**config.mk**
```make
export PLATFORM = sky130hd
export DESIGN_NAME = rev_arbiter
export DESIGN_NICKNAME = d
export VERILOG_FILES = /design/src/rtl/rev_arbiter.sv
export SDC_FILE = /design/constraint.sdc
export NUM_CORES = 1
export LEC_CHECK = 0
export CAP_MARGIN = 10
export CORE_AREA = 8 8 66 68
export CTS_CLUSTER_SIZE = 16
export DETAILED_ROUTE_END_ITERATION = 12
export DIE_AREA = 0 0 74 76
export HOLD_SLACK_MARGIN = 0.06
export PLACE_DENSITY = 0.77
export SLEW_MARGIN = 20
export SYNTH_ARGS = -nofsm -noshare
export SYNTH_HDL_FRONTEND = slang
export SYNTH_SLANG_ARGS = --single-unit
```
**constraint.sdc**
```tcl
create_clock -name clock -period 2.45 [get_ports clock]
set_clock_uncertainty 0.1 [all_clocks]
set_input_delay 0.49 -clock clock [delete_from_list [all_inputs] [get_ports clock]]
set_output_delay 0.49 -clock clock [all_outputs]
set_load 0.005 [all_outputs]
```
**src/rtl/rev_arbiter.sv**
```systemverilog
// ============================================================================
// Module      : rev_arbiter
// Description : Round-robin arbiter feeding one shared, optionally
//               bit-reversing output register with a valid/ready handshake.
//               Optional out_parity port: define REV_ARBITER_PARITY_EN.
// Revision    : 1.0 - initial release
// ============================================================================
`default_nettype none

module rev_arbiter #(
    parameter  int N  = 8,
    parameter  int R  = 4,
    localparam int IW = $clog2(R)
) (
    input  logic            clock,
    input  logic            reset,
    input  logic            rev_en,
    input  logic [R-1:0]    req_valid,
    input  logic [R*N-1:0]  req_data,
    output logic [R-1:0]    req_ready,
    output logic            out_valid,
    output logic [N-1:0]    out_data,
    output logic [IW-1:0]   out_id,
`ifdef REV_ARBITER_PARITY_EN
    output logic            out_parity,
`endif
    input  logic            out_ready
);

    logic [IW-1:0] ptr_q, ptr_d;
    logic [IW-1:0] out_id_q, out_id_d;
    logic          out_valid_q, out_valid_d;
    logic [N-1:0]  out_data_q, out_data_d;

    logic [IW-1:0] w_grant;
    logic          w_found;
    logic          w_can_load;
    logic          w_accept;
    logic [N-1:0]  w_word;
    logic [N-1:0]  w_rev;

    assign w_can_load = !out_valid_q || out_ready;

    // Two passes: requesters at or above ptr first, then the wrapped low
    // indices; the second pass only runs when nothing at or above ptr is valid.
    always_comb begin
        w_found = 1'b0;
        w_grant = '0;
        w_word  = '0;
        for (int k = 0; k < R; k++) begin
            if (!w_found && req_valid[k] && (IW'(k) >= ptr_q)) begin
                w_found = 1'b1;
                w_grant = IW'(k);
                w_word  = req_data[k*N +: N];
            end
        end
        for (int k = 0; k < R; k++) begin
            if (!w_found && req_valid[k]) begin
                w_found = 1'b1;
                w_grant = IW'(k);
                w_word  = req_data[k*N +: N];
            end
        end
    end

    always_comb begin
        w_rev = '0;
        for (int i = 0; i < N; i++) begin
            w_rev[i] = w_word[N-1-i];
        end
    end

    assign w_accept = !reset && w_can_load && w_found;

    always_comb begin
        req_ready = '0;
        for (int k = 0; k < R; k++) begin
            req_ready[k] = w_accept && (w_grant == IW'(k));
        end
    end

    always_comb begin
        ptr_d       = ptr_q;
        out_valid_d = out_valid_q;
        out_data_d  = out_data_q;
        out_id_d    = out_id_q;
        if (w_accept) begin
            out_valid_d = 1'b1;
            out_data_d  = rev_en ? w_rev : w_word;
            out_id_d    = w_grant;
            ptr_d       = (w_grant == IW'(R - 1)) ? '0 : w_grant + IW'(1);
        end else if (w_can_load) begin
            out_valid_d = 1'b0;
        end
    end

    always_ff @(posedge clock) begin
        if (reset) begin
            ptr_q       <= '0;
            out_valid_q <= 1'b0;
            out_data_q  <= '0;
            out_id_q    <= '0;
        end else begin
            ptr_q       <= ptr_d;
            out_valid_q <= out_valid_d;
            out_data_q  <= out_data_d;
            out_id_q    <= out_id_d;
        end
    end

    assign out_valid = out_valid_q;
    assign out_data  = out_data_q;
    assign out_id    = out_id_q;

`ifdef REV_ARBITER_PARITY_EN
    logic out_parity_q, out_parity_d;

    // Parity follows the stored word, so it is updated only on accept.
    always_comb begin
        out_parity_d = out_parity_q;
        if (w_accept) begin
            out_parity_d = ^out_data_d;
        end
    end

    always_ff @(posedge clock) begin
        if (reset) begin
            out_parity_q <= 1'b0;
        end else begin
            out_parity_q <= out_parity_d;
        end
    end

    assign out_parity = out_parity_q;
`endif

endmodule

`default_nettype wire

```
==> results.yml <==
power_and_ir_drop:
  powerDensity_mw_per_mm2: 370
  power_frac_comb_pct: 50.8
  swShare_pct: 34.6
  seq_power_share_pct: 30.8
  p_int_mw: 0.539
  p_sw_mw: 0.285
  power.leakage_nw: 0.941
  power.clock.fraction_pct: 18.4
  max-vdd-ir-drop_mv: 0.221
  finalPower_mw: 0.823
cts:
  htreeDepth: 1
  cts.path.max_buffers: 2
  cts.clk_slew.worst_paths_ns: 0.09
  numClockSinks: 13
  root_buffer: "clkbuf_4"
  clock_latency_ns: 0.29
  cts_buffers: 3
  holdBufCountCts: 0
  cts_tree: "built"
global_routing:
  grt_max_degree: 15
  grt_overflow: 0
  grt_usage_pct: 17.9
  antenna_found_initial: 0
  grt_pass1_wl_um: 8050
  first_global_vias: 1741
routing:
  drt-pass1-iter-count: 4
  ant_nets: 0
  viasPerCell: 5.51
  route.vias.total: 1740
  initialDrtViolationCount: 119
  drc_errors: 0
  wire_per_inst_um: 15.9
  wirelength_um: 5020
yosys:
  synth.area.top_cells: "dfxtp_1, nand3_1, nand3b_1"
  netlist_instances: 184
  synth_top_area_share_pct: 19.3
  synth-seq-cells: 13
  synth.distinct_cells: 48
  synth.cell_area_mm2: 0.00135
  synth_top_family_by_area: "simple AND/OR/NAND/NOR gates"
  synth_adder_area_share_pct: 3.71
  synth_edf_count: 0
  synth_area_leader_cell: "dfxtp_1"
  syn_avg_cell_area_um2: 7.33
  synth-compound-area-share_pct: 32.4
  synthMuxAreaShare_pct: 0
  syn_nets: 228
  synthXorXnorAreaFrac_pct: 0
  ys_async_sr_fraction_pct: 0
  ys_seq_area_share_pct: 19.3
  yosysWarnings: 0
  ys.flop_type: "dfxtp_1"
  synth-simple-area-share_pct: 37.0
placed_design:
  portBuffers: 54
  post-place-ws_ns: -0.539
  place_congestion: 0.962
  dp_cells: 306
  hpwl_um: 3960
  placed_cell_area_mm2: 0.00213
cells_and_area:
  instances_no_fill: 316
  n_antenna_cell: 0
  final_cell_mix: "clkdlybuf4s50_1, buf_4, nand2_1, nand3_1"
  layout_commonest_cell: "clkdlybuf4s50_1"
  layout-drive-gt1-share_pct: 23.5
  final_nets: 313
  area_growth_pct: 65.0
  num-fill-cells: 300
  stdcell_area_mm2: 0.00223
critical_path:
  crit_fanout: 4
  max_stage_delay_ns: 0.23
  crit_path_top_delay_cell: "dlygate4sd2_1"
  endpoint_kind: "output port"
  path_delay_family: "buffers and inverters"
  crit_required_ns: 1.86
  cp_num_buf_inv: 4
  cp.arrival_ns: 1.80
  path_class: "in -> out"
  crit_chain: "dlygate4sd2_1 > nand2b_4 > nand3_2 > a21oi_2 > buf_4 > inv_1 > ha_1 > and2_1 > clkdlybuf4s15_1"
  critPathLaunchType: "primary input"
sta:
  tightestPinTransition_ns: 0.419
  finalHoldViolCount: 0
  finalSetupTns_ns: 0
  period_minus_slack_ns: 2.39
  fmaxAchievable_mhz: 419
  rsz0062_at_grt: "true"
  setup_viol: 0
  finalWorstSetupSlack_ns: 0.0633
  slew_viol_final: 0
  period_share_pct: 97.4
  max_slew_margin_pct: 72.0
floorplanning:
  io_pins: 55
  start_util_pct: 39.2
  fp.dieH_um: 76
  core_mm2: 0.00344
  die-area_mm2: 0.00562
  rows: 22
  dieWidth_um: 74
job:
  maxCapViolations: 0
status:
  status: "finished clean"
min_path:
  hp-class: "reg -> reg"
-- what timing repair did --
item,CTS,global route
resized for setup,24,9
buffers inserted,4,2
pin swaps,1,1
endpoints found under the setup margin,6,4
-- metal layers --
layer  part of all wire (%)  wire length (um)  up-vias  global-route usage (%)
met1                     40              1990      798                    19.7
met3                    8.3               418        9                    5.00
li1                       -                 -      852                       -
met4                    2.1               104        0                    7.40
met2                     50              2510       81                    30.5
met5                      0                 0        -                       0
-- through the flow --
stage | utilization (%) | hold slack [ns]
6_report | 64.7 | 0.365
5_1_grt | 64.7 | 0.377
4_1_cts | 64.4 | 0.367
3_5_place_dp | 62.0 | 0.350
3_3_place_gp | 62.0 | 0.345
2_1_floorplan | - | 0.353
-- logic make-up (layout without fill, tap and decap cells) --
| family | count (synthesis) | after routing |
|---|---|---|
| flip-flops | 13 | 13 |
| adder cells (fa/ha/maj) | 4 | 4 |
| AND/OR/NAND/NOR | 88 | 88 |
| buffers and inverters | 24 | 108 |
| AO/OA/AOI/OAI | 55 | 55 |
-- power groups by stage --
stage | Combinational [mW] | Sequential (mW) | Clock, mW
2_1_floorplan | 0.186 | 0.257 | 0
3_3_place_gp | 0.397 | 0.257 | 0
3_5_place_dp | 0.400 | 0.258 | 0
4_1_cts | 0.414 | 0.253 | 0.154
5_1_grt | 0.458 | 0.258 | 0.164
6_report | 0.419 | 0.253 | 0.151
-- cell usage after synthesis (all sizes together), types with 6 or more instances --
library cell	number
a31oi	7
and2	6
buf	7
dfxtp	13
inv	12
nand2	15
nand2b	6
nand3	16
nand3b	8
nor2	10
nor2b	6
o21ai	6
-- state kept, by name, summed over array words and instances, names as in the netlist --
| name | count |
|---|---|
| out_valid | 1 |
| out_id | 2 |
| ptr_q | 2 |
| out_data | 8 |
-- final timing paths --
check | endpoint | depth (start not counted) | slack [ns] | from
hold / removal | out_id[1] | 2 | 0.37 | out_id[1]
hold reg to reg | out_id[1] | 2 | 0.37 | out_id[1]
setup reg to reg | out_data[7] | 9 | 0.37 | ptr_q[0]
setup / recovery | req_ready[0] | 9 | 0.06 | req_valid[3]
-- layout make-up --
| type | count | area, um^2 | area share [%] |
|---|---|---|---|
| clock buffer | 4 | 26.3 | 1.18 |
| inverter | 12 | 45.0 | 2.02 |
| multi-input combinational | 147 | 1020 | 45.8 |
| sequential | 13 | 265 | 11.9 |
| tap | 48 | 60.1 | 2.70 |
| timing repair buffer | 92 | 811 | 36.4 |
-- worst register-to-register path, cell delays in order, from the launching register on --
cell      delay [ns]
dfxtp_4         0.37
nand2b_1        0.17
buf_4           0.14
buf_4           0.13
a22o_1          0.26
buf_4           0.15
a22oi_1         0.19
a31oi_1         0.12
o21ai_0         0.23
nand3_1         0.10
Note: power is estimated with default switching activity, not from simulation.
